### src/rtl/mips_cpu_muldiv_pkg.sv
// Shared types for the multiply/divide unit: operation codes, FSM states
// and the default datapath width.
package mips_cpu_muldiv_pkg;

    localparam int MD_WIDTH = 32;

    typedef enum logic [2:0] {
        MD_MULT  = 3'd0,
        MD_MULTU = 3'd1,
        MD_DIV   = 3'd2,
        MD_DIVU  = 3'd3,
        MD_MTHI  = 3'd4,
        MD_MTLO  = 3'd5
    } md_op_e;

    typedef enum logic [1:0] {
        IDLE = 2'd0,
        CALC = 2'd1,
        FIX  = 2'd2,
        DONE = 2'd3
    } md_state_e;

    // Signed ops work on magnitudes and need a sign fix-up afterwards.
    function automatic logic op_is_signed(input md_op_e op);
        return (op == MD_MULT) || (op == MD_DIV);
    endfunction

endpackage

### src/rtl/mips_cpu_muldiv_signfix.sv
// Combinational sign handling: operand magnitudes on entry and result
// negation in the FIX cycle. Pure wiring, no state.
module mips_cpu_muldiv_signfix
    import mips_cpu_muldiv_pkg::*;
#(
    parameter int WIDTH = MD_WIDTH
) (
    input  logic [WIDTH-1:0]   a_i,
    input  logic [WIDTH-1:0]   b_i,
    input  logic               signed_i,
    output logic [WIDTH-1:0]   a_mag_o,
    output logic [WIDTH-1:0]   b_mag_o,
    input  logic [2*WIDTH-1:0] prod_i,
    input  logic [WIDTH-1:0]   quot_i,
    input  logic [WIDTH-1:0]   rem_i,
    input  logic               neg_res_i,
    input  logic               neg_rem_i,
    output logic [2*WIDTH-1:0] prod_o,
    output logic [WIDTH-1:0]   quot_o,
    output logic [WIDTH-1:0]   rem_o
);

    // Unsigned ops pass operands through untouched.
    assign a_mag_o = (signed_i && a_i[WIDTH-1]) ? -a_i : a_i;
    assign b_mag_o = (signed_i && b_i[WIDTH-1]) ? -b_i : b_i;

    // Flags are only ever set for signed ops, so no op check is needed here.
    assign prod_o  = neg_res_i ? -prod_i : prod_i;
    assign quot_o  = neg_res_i ? -quot_i : quot_i;
    assign rem_o   = neg_rem_i ? -rem_i  : rem_i;

endmodule

### src/rtl/mips_cpu_muldiv.sv
// Multi-cycle multiply/divide unit owning the HI/LO registers.
// Shift-add multiply and restoring divide share one 2*WIDTH accumulator;
// one result bit is produced per CALC cycle, then FIX applies signs.
module mips_cpu_muldiv
    import mips_cpu_muldiv_pkg::*;
#(
    parameter int WIDTH = MD_WIDTH
) (
    input  logic             clk,
    input  logic             reset,
    input  logic             start,
    input  logic [2:0]       op,
    input  logic [WIDTH-1:0] a,
    input  logic [WIDTH-1:0] b,
    output logic             busy,
    output logic             done,
    output logic [WIDTH-1:0] hi,
    output logic [WIDTH-1:0] lo
);

    localparam int CNT_W = $clog2(WIDTH);

    md_state_e          state_q, state_d;
    md_op_e             op_q, op_d;
    logic               neg_res_q, neg_res_d;
    logic               neg_rem_q, neg_rem_d;
    logic [CNT_W-1:0]   cnt_q, cnt_d;
    logic [2*WIDTH-1:0] acc_q, acc_d;     // mult: {partial, multiplier}; div: {rem, quot}
    logic [WIDTH-1:0]   opnd_q, opnd_d;   // multiplicand or divisor magnitude
    logic [WIDTH-1:0]   hi_q, hi_d, lo_q, lo_d;

    logic [WIDTH-1:0]   a_mag, b_mag;
    logic [2*WIDTH-1:0] prod_fix;
    logic [WIDTH-1:0]   quot_fix, rem_fix;
    logic               in_signed, is_mult;
    logic [WIDTH:0]     mul_sum;
    logic [WIDTH:0]     div_shift;
    logic [WIDTH+1:0]   div_diff;

    assign in_signed = op_is_signed(md_op_e'(op));
    assign is_mult   = (op_q == MD_MULT) || (op_q == MD_MULTU);

    mips_cpu_muldiv_signfix #(.WIDTH(WIDTH)) u_signfix (
        .a_i       (a),
        .b_i       (b),
        .signed_i  (in_signed),
        .a_mag_o   (a_mag),
        .b_mag_o   (b_mag),
        .prod_i    (acc_q),
        .quot_i    (acc_q[WIDTH-1:0]),
        .rem_i     (acc_q[2*WIDTH-1:WIDTH]),
        .neg_res_i (neg_res_q),
        .neg_rem_i (neg_rem_q),
        .prod_o    (prod_fix),
        .quot_o    (quot_fix),
        .rem_o     (rem_fix)
    );

    // Multiply step: add multiplicand into the upper half, keeping the carry.
    assign mul_sum   = {1'b0, acc_q[2*WIDTH-1:WIDTH]} + {1'b0, opnd_q};
    // Divide step: remainder shifted left needs one extra bit before the trial subtract.
    assign div_shift = acc_q[2*WIDTH-1:WIDTH-1];
    assign div_diff  = {1'b0, div_shift} - {2'b00, opnd_q};

    // Next-state, counter and datapath update for the four-state sequencer.
    always_comb begin
        // NOTE: every _d defaults to its _q first so no path leaves a variable unassigned, which would infer a latch.
        state_d   = state_q;
        op_d      = op_q;
        neg_res_d = neg_res_q;
        neg_rem_d = neg_rem_q;
        cnt_d     = cnt_q;
        acc_d     = acc_q;
        opnd_d    = opnd_q;
        hi_d      = hi_q;
        lo_d      = lo_q;

        unique case (state_q)
            IDLE: begin
                if (start) begin
                    case (op)
                        MD_MTHI: hi_d = a;
                        MD_MTLO: lo_d = a;
                        MD_MULT, MD_MULTU, MD_DIV, MD_DIVU: begin
                            op_d      = md_op_e'(op);
                            neg_res_d = in_signed & (a[WIDTH-1] ^ b[WIDTH-1]);
                            neg_rem_d = in_signed & a[WIDTH-1];
                            cnt_d     = CNT_W'(WIDTH - 1);
                            state_d   = CALC;
                            if ((op == MD_MULT) || (op == MD_MULTU)) begin
                                opnd_d = a_mag;
                                acc_d  = {{WIDTH{1'b0}}, b_mag};
                            end else begin
                                opnd_d = b_mag;
                                acc_d  = {{WIDTH{1'b0}}, a_mag};
                            end
                        end
                        default: ;
                    endcase
                end
            end
            CALC: begin
                if (is_mult) begin
                    acc_d = acc_q[0] ? {mul_sum, acc_q[WIDTH-1:1]}
                                     : {1'b0, acc_q[2*WIDTH-1:1]};
                end else begin
                    acc_d = div_diff[WIDTH+1]
                          ? {div_shift[WIDTH-1:0], acc_q[WIDTH-2:0], 1'b0}
                          : {div_diff[WIDTH-1:0],  acc_q[WIDTH-2:0], 1'b1};
                end
                if (cnt_q == '0) begin
                    state_d = FIX;
                end else begin
                    cnt_d = cnt_q - 1'b1;
                end
            end
            FIX: begin
                if (is_mult) begin
                    {hi_d, lo_d} = prod_fix;
                end else begin
                    lo_d = quot_fix;
                    hi_d = rem_fix;
                end
                state_d = DONE;
            end
            DONE: state_d = IDLE;
            default: state_d = IDLE;
        endcase
    end

    // State and datapath registers with synchronous active-low reset.
    always_ff @(posedge clk) begin
        // NOTE: non-blocking assignments so every register samples pre-edge values, independent of statement order.
        if (!reset) begin
            state_q   <= IDLE;
            op_q      <= MD_MULT;
            neg_res_q <= 1'b0;
            neg_rem_q <= 1'b0;
            cnt_q     <= '0;
            acc_q     <= '0;
            opnd_q    <= '0;
            hi_q      <= '0;
            lo_q      <= '0;
        end else begin
            state_q   <= state_d;
            op_q      <= op_d;
            neg_res_q <= neg_res_d;
            neg_rem_q <= neg_rem_d;
            cnt_q     <= cnt_d;
            acc_q     <= acc_d;
            opnd_q    <= opnd_d;
            hi_q      <= hi_d;
            lo_q      <= lo_d;
        end
    end

    assign busy = (state_q != IDLE);
    assign done = (state_q == DONE);
    assign hi   = hi_q;
    assign lo   = lo_q;

endmodule
### config.mk
export PLATFORM = sky130hd
export DESIGN_NAME = mips_cpu_muldiv
export DESIGN_NICKNAME = d
export VERILOG_FILES = /design/src/rtl/mips_cpu_muldiv_pkg.sv /design/src/rtl/mips_cpu_muldiv_signfix.sv /design/src/rtl/mips_cpu_muldiv.sv
export SDC_FILE = /design/constraint.sdc
export NUM_CORES = 1
export LEC_CHECK = 0
export CORE_ASPECT_RATIO = 1.5
export CORE_MARGIN = 5
export CORE_UTILIZATION = 41
export DETAILED_ROUTE_END_ITERATION = 10
export PLACE_DENSITY_LB_ADDON = 0.08
export SETUP_SLACK_MARGIN = 0.4
export SYNTH_ARGS = -nofsm -noshare
export SYNTH_HDL_FRONTEND = slang
export SYNTH_SLANG_ARGS = --single-unit
### constraint.sdc
create_clock -name clk -period 5.53 [get_ports clk]
set_input_delay 1.106 -clock clk [delete_from_list [all_inputs] [get_ports clk]]
set_output_delay 1.106 -clock clk [all_outputs]
set_load 0.02 [all_outputs]
==> results of run 1 <==
[power groups by stage]
stage | combinational (µW) | clock, µW | sequential (µW)
global route | 3300 | 1280 | 1770
CTS | 3010 | 1230 | 1740
detailed placement | 3000 | 0 | 1770
global placement | 2980 | 0 | 1770
finish | 3030 | 1220 | 1750
floorplan | 2020 | 0 | 1660
[registers in the layout, summed over array words and instances (netlist names)]
register	count
hi	32
op_q	2
acc_q	64
lo	32
state_q	2
neg_res_q	1
cnt_q	5
neg_rem_q	1
opnd_q	32
[worst max-delay path: cells and delay by family (launching register included)]
kind / cells / cell delay (ns)
AO/OA/AOI/OAI: 6 / 1.27
buffers and inverters: 2 / 0.61
AND/OR/NAND/NOR: 2 / 0.71
adder cells (fa/ha/maj): 1 / 0.35
flip-flops: 1 / 0.70
multiplexers: 1 / 0.32
[cell families after synthesis]
| logic type | synth area share |
|---|---|
| fa+ha+maj | 0.0653 |
| xor+xnor | 0.102 |
| simple gates | 0.218 |
| buf+inv | 0.0541 |
| flops | 0.231 |
| compound gates | 0.296 |
| mux | 0.0338 |
[how the worst max path moves through the flow]
| stage | end | slack (ns) |
|---|---|---|
| after global routing | acc_q[45] | 1.21 |
| after detailed placement | acc_q[23] | 1.31 |
| after CTS | acc_q[43] | 1.48 |
| after floorplan | acc_q[30] | 2.18 |
| after global placement | acc_q[23] | 1.40 |
| final | acc_q[43] | 1.45 |
[area by class of cell]
type	count	area, µm²	area share
flip-flops and latches	171	3420	0.200
inverters	68	255	0.0149
multi-input cells	1686	10600	0.621
clock inverters	14	139	0.00810
repair buffers	175	1660	0.0970
well taps	478	598	0.0349
clock buffers	17	425	0.0248
diodes	1	2.50	0.000146
[synth_stat cells (8+ instances only)]
master / n / share of area
o21a_1: 8 / 0.0041
a21oi_1: 222 / 0.075
o211ai_1: 20 / 0.010
dfxtp_1: 171 / 0.23
nand3_1: 39 / 0.013
a21o_1: 39 / 0.020
ha_1: 74 / 0.063
nor2b_1: 12 / 0.0051
xnor2_1: 81 / 0.048
o221ai_1: 11 / 0.0065
clkbuf_1: 122 / 0.031
a31oi_1: 23 / 0.0097
nor3_1: 38 / 0.013
inv_1: 67 / 0.017
and3_1: 12 / 0.0051
o31ai_1: 18 / 0.0091
xor2_1: 91 / 0.054
or2_2: 9 / 0.0038
nor4_1: 11 / 0.0047
or3_1: 13 / 0.0055
nand2_1: 240 / 0.061
nor2_1: 247 / 0.063
a22o_1: 10 / 0.0059
nand4_1: 13 / 0.0055
nand2b_1: 12 / 0.0051
or4_1: 12 / 0.0061
o41ai_1: 11 / 0.0065
o21ai_0: 142 / 0.048
a211oi_1: 95 / 0.048
mux2i_1: 50 / 0.034
buf_1: 11 / 0.0028
a311oi_1: 8 / 0.0047
[per-stage QoR]
step / hold WS (ns) / setup WS, ns / std cells / power [µW] / cell area (µm²)
after global routing: 0.505 / 1.21 / 2609 / 6340 / 17100
after global placement: 0.464 / 1.40 / 2578 / 4750 / 16600
final: 0.488 / 1.45 / 2610 / 6000 / 17100
after floorplan: 0.444 / 2.18 / 2066 / 3690 / 14800
after detailed placement: 0.467 / 1.31 / 2578 / 4770 / 16600
after CTS: 0.484 / 1.48 / 2609 / 5990 / 17100
[layer usage]
layer	track usage	vias to the layer above	wire length, µm
li1	-	7547	-
met1	0.351	7547	24000
met2	0.558	560	33000
met3	0.0338	175	2800
met4	0.200	0	4700
met5	0	-	0
==> impl_metrics.ini, run 1 <==
[worst_setup_path]
cpMostUsedCell = buf_4
r2r-end = acc_q[43]
critPathLaunchType = flip-flop
path_max_fanout = 25
endpoint_kind = flip-flop
r2r_setup_slack_ns = 1.45
cp.required_ns = 5.89
cp-startpoint = acc_q[40]
arrival_ns = 4.44
cp_slowest_cell = dfxtp_1
cp_cell_sequence = ha_1 > nand2_1 > o21ai_0 > a21oi_1 > a21bo_2 > a311oi_2 > buf_4 > nor2_4 > buf_4 > mux2i_1 > a221oi_1 > a21o_1
reg2regPathDepth = 12
path_class = flip-flop to flip-flop
r2r-start = acc_q[40]
slowest_delay_ns = 0.70

[power_and_ir_drop]
p_leak_uw = 0.00656
peakVddDrop_v = 0.000219
power_frac_clock = 0.204
switchingPower_uw = 2830
p_comb_frac = 0.505
powerDensity_mw_per_mm2 = 350
switching_share = 0.472
p_seq_frac = 0.291
power.internal_uw = 3170

[hold_path]
hp-class = flip-flop to flip-flop
hp-start = hi[29]
hold_end = hi[29]
hold_depth = 1

[timing]
max_slew_margin = 0.271
fmax_ghz = 0.245
fin_crit_sh = 0.738
grt_setup_unrepaired = false
hold_violations = 0
finalClockSkew_ns = 0.0134
fin_tns_setup_ns = 0
finalSetupViolations = 0
worst_pin_slew_ns = 1.09
slew_violations = 0
period_needed_ns = 4.08

[finish]
drive_above_1_share = 0.0582
fillCellCount = 3693
fin_nets = 2265
syn2layout_area_growth_pct = 16.0
final_cell_mix = 244 x nor2_1, 240 x nand2_1, 222 x a21oi_1, 171 x dfxtp_1, 141 x o21ai_0
final_common_cell = nor2_1
fin_util = 0.480

[global_routing]
grt_max_degree = 93
gr-usage-all-layers = 0.314
grt_pass1_wl_um = 95200
grt_pass1_vias = 15100
grt_antenna_before_repair = 1
gr-total-overflow = 0

[cts]
cts_tree = yes
cts_max_level = 4
clock_latency_ns = 0.46
clk_pin_slew_ns = 0.07
cts_resized = 0
post_cts_buffers = 0
clockBufferDepth = 2
clock-sinks = 171
cts_inserted_buffers = 17
cts-hold-fix-buffers = 0
cts-root-buf = clkbuf_16

[route]
first_iter_violations = 1367
detail_route.wl_per_cell_um = 24.7
postRouteAntennaNets = 0
drcViolationCount = 0
dr_total_vias = 15800
drt_first_pass_iters = 5
drt-total-wl_um = 64600
viasPerCell = 6.06

[die]
core_mm2 = 0.0357
die_x_um = 165
start_util = 0.414
die_h_um = 243
rows = 85
ioPinCount = 136
dieArea_mm2 = 0.0400

[placement]
routabilityCongestion = 0.978
place.port_buffers = 135
hpwl_um = 50600

[yosys]
synthDistinctLibCells = 82
async_flop_share = 0
postSynthAreaPerCell_um2 = 7.16
synth_seq_area_share = 0.231
synth_seq_cells = 171
synth_edf_count = 0
syn_nets = 2212
ys_warn_count = 0
synth_top_flop_cell = dfxtp_1
synthCells = 2066
syn_area_mm2 = 0.0148

[status]
status = completed

[job]
maxCapViolCount = 0
No activity file was read; power rests on OpenSTA's default activity.
==> inputs of run 2 (changes only) <==
Clock period 5.53 ns to 3.5 ns, I/O delays scaled along.
==> run 2 against run 1 <==
- via count is 4.2% higher
- flip-flop and latch count is the same
- global-route usage rose by 1.1 points
- critical path depth grew 1
- clock skew about the same
- utilization rose by 4.6 points
- register-to-register slack got worse by 0.96 ns
- sequential power is 51% higher
- largest cell class unchanged
- highest routed layer unchanged
- design area is 9.5% higher
==> impl_metrics.ini, run 2 (synthesis gave the netlist of run 1 again) <==
[finish]
n_antenna_cell = 0
final_cell_mix = 242 x nor2_1, 240 x nand2_1, 218 x a21oi_1, 197 x buf_4, 161 x dfxtp_1
fillCellCount = 3641
finalInstanceArea_mm2 = 0.0188
syn2layout_area_growth_pct = 27.0
top_register = acc_q
multiInputGateArea_mm2 = 0.0110
fin_nets = 2428
final_common_cell = nor2_1
drive_above_1_share = 0.155
seqCellArea_mm2 = 0.00344
largest_reg_flops = 64

[worst_setup_path]
path_max_fanout = 14
arrival_ns = 3.37
path_class = flip-flop to flip-flop
reg2regPathDepth = 13
critPathLaunchType = flip-flop
cp.required_ns = 3.85
endpoint_kind = flip-flop

[cts]
clk_pin_slew_ns = 0.08
cts_max_level = 4
clock_latency_ns = 0.46
cts-root-buf = clkbuf_16
cts_tree = yes
cts_inserted_buffers = 17
clockBufferDepth = 2
clock-sinks = 171
cts-hold-fix-buffers = 0

[power_and_ir_drop]
p_leak_uw = 0.00746
finalPower_uw = 10100
peakVddDrop_v = 0.000412
powerDensity_mw_per_mm2 = 539

[global_routing]
grt_max_degree = 66
gr-usage-all-layers = 0.326
grt_pass1_wl_um = 98300
grt_antenna_before_repair = 0
grt_pass1_vias = 16100
gr-total-overflow = 0

[route]
detail_route.wl_per_cell_um = 24.3
drt_first_pass_iters = 6
viasPerCell = 5.95
first_iter_violations = 1223
drt-total-wl_um = 67400
drcViolationCount = 0
postRouteAntennaNets = 0
dr_total_vias = 16500

[timing]
fin_crit_sh = 0.861
fmax_ghz = 0.332
finalClockSkew_ns = 0.0134
hold_violations = 0
grt_setup_unrepaired = true
worst_pin_slew_ns = 0.967
max_slew_margin = 0.356
slew_violations = 0
finalSetupViolations = 0
layout_setup_ws_ns = 0.486
period_needed_ns = 3.01

[die]
die_x_um = 165
rows = 85
ioPinCount = 136
dieArea_mm2 = 0.0400
die_h_um = 243
core_mm2 = 0.0357
start_util = 0.414

[status]
status = completed

[hold_path]
hp-class = flip-flop to flip-flop
hold_depth = 1

[placement]
dp_slack_ns = -0.0885
place_area_mm2 = 0.0177
routabilityCongestion = 1.02
place.port_buffers = 135
hpwl_um = 53700

[job]
maxCapViolCount = 0
run 2: changes by cell type in the layout (fill, tap and decap cells not counted), moves of 6 or more:
cell and change:
a211oi_1 -7, dfxtp_2 +10, buf_4 +158, a211oi_2 +7, dfxtp_1 -10, ha_2 +6, o21ai_0 -6, ha_1 -9
run 2: per-layer routing:
metal  vias to the layer above  global-route usage  share of wire
met5                         -                   0              0
li1                       7842                   -              -
met2                       593               0.585           0.51
met4                         0               0.231          0.085
met1                      7856               0.347           0.36
met3                       203              0.0346          0.043
run 2: where the power goes:
group	leakage [µW]	switching, µW	internal [µW]
Sequential	0.00140	380	2260
Clock	0.000267	920	1040
Combinational	0.00580	3360	2170
Total	0.00746	4660	5470
run 2: layout make-up:
type	count	share of cell area
inverters	68	0.0136
clock buffers	20	0.0248
multi-input cells	1686	0.585
flip-flops and latches	171	0.183
repair buffers	338	0.156
well taps	478	0.0318
clock inverters	12	0.00613
run 2: final timing paths:
kind                                start        end  slack, ns
worst max register to register  acc_q[43]  acc_q[39]       0.49
worst min-delay path                hi[7]      hi[7]       0.46
worst min register to register      hi[7]      hi[7]       0.46
worst max-delay path            acc_q[43]  acc_q[39]       0.49
run 2: worst max-delay path: stages (launching register included):
cell and delay, ns:
dfxtp_1 0.33, buf_4 0.17, ha_1 0.36, a21oi_2 0.21
o221ai_2 0.15, a21oi_1 0.16, a21bo_4 0.28, a311oi_4 0.36
nor2_4 0.06, buf_12 0.15, buf_12 0.15, mux2i_1 0.16
nand2_1 0.07, a32o_1 0.28
run 2: through the flow:
stage	std cells	hold slack, ns	utilization	setup TNS (ns)
after floorplan	2066	0.444	-	0
after detailed placement	2732	0.452	0.497	-0.105
final	2773	0.464	0.526	0
after global routing	2773	0.488	0.526	0
after CTS	2768	0.467	0.516	0
after global placement	2732	0.465	0.497	-0.000736
run 2: timing repair:
action | in CTS | in global routing
buffers inserted | 4 | 5
pin swaps | 5 | 16
hold endpoints to repair | 0 | 0
setup endpoints to repair | 27 | 65
gates resized for setup | 17 | 70
==> inputs of run 3 (changes only) <==
Settings changed: RECOVER_POWER from default to 50, SYNTH_HIERARCHICAL from default to 1.
==> run 3 against run 2 <==
- the run now ends with max-capacitance violations, max-slew violations left
- global-route usage fell by 2.6 points
- flip-flop and latch count stayed put
- clock power up 9.7%
- non-clock buffer count increased by 12
- total power grew 17%
- first-iteration DRC count rose by 32%
- die area grew 14%
- sequential power down 5%
- wire length up 6.9%
- synthesized cell count grew 15%
- worst setup slack worse by 0.026 ns
- sequential share of layout area is 2.1 points lower
- largest power group unchanged
==> impl_metrics.ini, run 3 <==
[placement]
routabilityCongestion = 1.00
place_area_mm2 = 0.0201
hpwl_um = 55300
place.port_buffers = 135
dp_slack_ns = -0.0479

[worst_setup_path]
endpoint_kind = flip-flop
reg2regPathDepth = 10
r2r_setup_slack_ns = 0.47
cp_slowest_cell = or4_1
path_buf_inv = 2
path_class = input port to flip-flop
critical_path_depth = 11
cpMostUsedCell = a21oi_1
path_max_fanout = 5
cp_cell_sequence = clkdlybuf4s50_1 > or3_1 > or4_1 > buf_4 > nor2_1 > a21oi_1 > xor2_1 > a211oi_1 > a311oi_1 > a21oi_1 > nor2b_1
critPathLaunchType = input port
arrival_ns = 3.38
cp_top_family = simple AND/OR/NAND/NOR gates
cp.required_ns = 3.84
slowest_delay_ns = 0.59

[cts]
cts_inserted_buffers = 17
clock_latency_ns = 0.45
cts_max_level = 4
clock-sinks = 171
clockBufferDepth = 2
clk_pin_slew_ns = 0.07
cts_tree = yes
cts-root-buf = clkbuf_16

[yosys]
yosys-top-cells-area = dfxtp_1 20%, xnor2_1 9.2%, nand2_1 8.6%, a21oi_1 5.7%, ha_1 5.5%
syn_nets = 2529
yosysMostFrequentCell = nand2_1
synth_seq_cells = 171
synthDistinctLibCells = 83
syn_area_mm2 = 0.0170
synthCells = 2382
synth_edf_count = 0
synth_top_flop_cell = dfxtp_1
ys_warn_count = 6
postSynthAreaPerCell_um2 = 7.16
synthTopCellsByCount = 391 x nand2_1, 194 x a21oi_1, 180 x xnor2_1
synth_top_area_cell = dfxtp_1
async_flop_share = 0
synth_seq_area_share = 0.201
synth_top_area_share = 0.201

[status]
status = finished, violations left
violations = max-capacitance violations, max-slew violations

[global_routing]
grt_pass1_vias = 17900
gr-total-overflow = 0
grt_antenna_before_repair = 2
grt_pass1_wl_um = 107000
gr-usage-all-layers = 0.300
grt_max_degree = 98

[power_and_ir_drop]
switching_share = 0.467
p_comb_frac = 0.606
power.internal_uw = 6320
powerDensity_mw_per_mm2 = 556
switchingPower_uw = 5540
peakVddDrop_v = 0.000381
p_leak_uw = 0.00846
p_seq_frac = 0.212
power_frac_clock = 0.182

[route]
postRouteAntennaNets = 0
detail_route.wl_per_cell_um = 22.8
first_iter_violations = 1614
dr_total_vias = 18900
viasPerCell = 6.00
drt_first_pass_iters = 6
drt-total-wl_um = 72100
drcViolationCount = 0

[die]
die_x_um = 176
core_mm2 = 0.0411
dieArea_mm2 = 0.0458
ioPinCount = 136
start_util = 0.415
rows = 91
die_h_um = 260

[timing]
worst_pin_slew_ns = 1.81
fmax_ghz = 0.329
layout_setup_ws_ns = 0.460
fin_crit_sh = 0.868
grt_setup_unrepaired = true
whs_ns = 0.483
finalSetupViolations = 0
max_slew_margin = -0.207
hold_violations = 0
period_needed_ns = 3.04
finalClockSkew_ns = 0.0119
slew_violations = 109

[finish]
final_cell_mix = 389 x nand2_1, 194 x buf_4, 189 x a21oi_1, 180 x xnor2_1, 157 x dfxtp_1
multiInputGateArea_mm2 = 0.0131
fin_nets = 2732
n_antenna_cell = 0
drive_above_1_share = 0.149
syn2layout_area_growth_pct = 25.2
top_register = acc_q
largest_reg_flops = 64
fillCellCount = 4148
fin_util = 0.519
seqCellArea_mm2 = 0.00345
final_common_cell = nand2_1
finalInstanceArea_mm2 = 0.0213

[hold_path]
hp-class = flip-flop to flip-flop
hold_depth = 2

[job]
maxCapViolCount = 2
[run 3: changes by cell type in the layout (fill, tap and decap cells not counted), sizes merged, moves of 71 or more]
cell           before  now
clkdlybuf4s50     135   64
xnor2              81  180
nand2             240  391
nor2b              12  140
nor2              249  132
a311oi              9   96
[run 3: through the flow]
stage	total power, µW	cells	setup TNS [ns]
6_report	11900	3155	0
5_1_grt	12500	3155	0
4_1_cts	11500	3143	0
3_5_place_dp	9210	3109	-0.118
3_3_place_gp	9170	3109	-0.112
2_1_floorplan	6790	2382	0
[run 3: power by group through the flow]
stage | registers (µW) | logic [µW] | clock network, µW
after floorplan | 2680 | 4110 | 0
after global placement | 2550 | 6610 | 0
after detailed placement | 2560 | 6660 | 0
after CTS | 2520 | 6780 | 2190
after global routing | 2560 | 7700 | 2260
final | 2520 | 7190 | 2150
[run 3: cell type report]
cell class                 instances  area share
clock buffer                      20      0.0219
sequential                       171       0.162
tap                              558      0.0327
timing repair buffer             350       0.149
inverter                          77      0.0135
multi-input combinational       1968       0.613
clock inverter                    11     0.00780
[run 3: cell families (layout without fill, tap and decap cells)]
| logic type | Yosys count | in the layout | synth area share |
|---|---|---|---|
| muxes | 14 | 14 | 0.00852 |
| buffers and inverters | 243 | 458 | 0.0594 |
| DFF | 171 | 171 | 0.201 |
| adders and majority gates | 77 | 77 | 0.0574 |
| and+or+nand+nor | 920 | 920 | 0.264 |
| xor gates and xnor gates | 237 | 237 | 0.122 |
| AOI/OAI and AO/OA | 720 | 720 | 0.288 |
[run 3: layer usage]
| metal | part of all wire | global-route usage |
|---|---|---|
| met1 | 0.39 | 0.359 |
| met3 | 0.051 | 0.0298 |
| met4 | 0.062 | 0.148 |
| met5 | 0.00017 | 0 |
| met2 | 0.49 | 0.533 |
[run 3: path summary, 6_finish.rpt]
| kind | start | to |
|---|---|---|
| worst max-delay path | b[4] | acc_q[13] |
| worst min-delay path | neg_rem_q | neg_rem_q |
| worst max register to register | acc_q[36] | hi[17] |
| worst min register to register | neg_rem_q | neg_rem_q |
[run 3: timing repair]
action | in CTS | in global routing
gates cloned | 0 | 2
hold buffers | 0 | 0
pin swaps | 13 | 38
setup endpoints to repair | 49 | 74
resized for setup | 29 | 83
buffers inserted | 3 | 10
[run 3: tightest hold or removal path, stage by stage (launching register included)]
cell	delay [ns]
dfxtp_1	0.32
nand2_1	0.05
a21boi_0	0.07
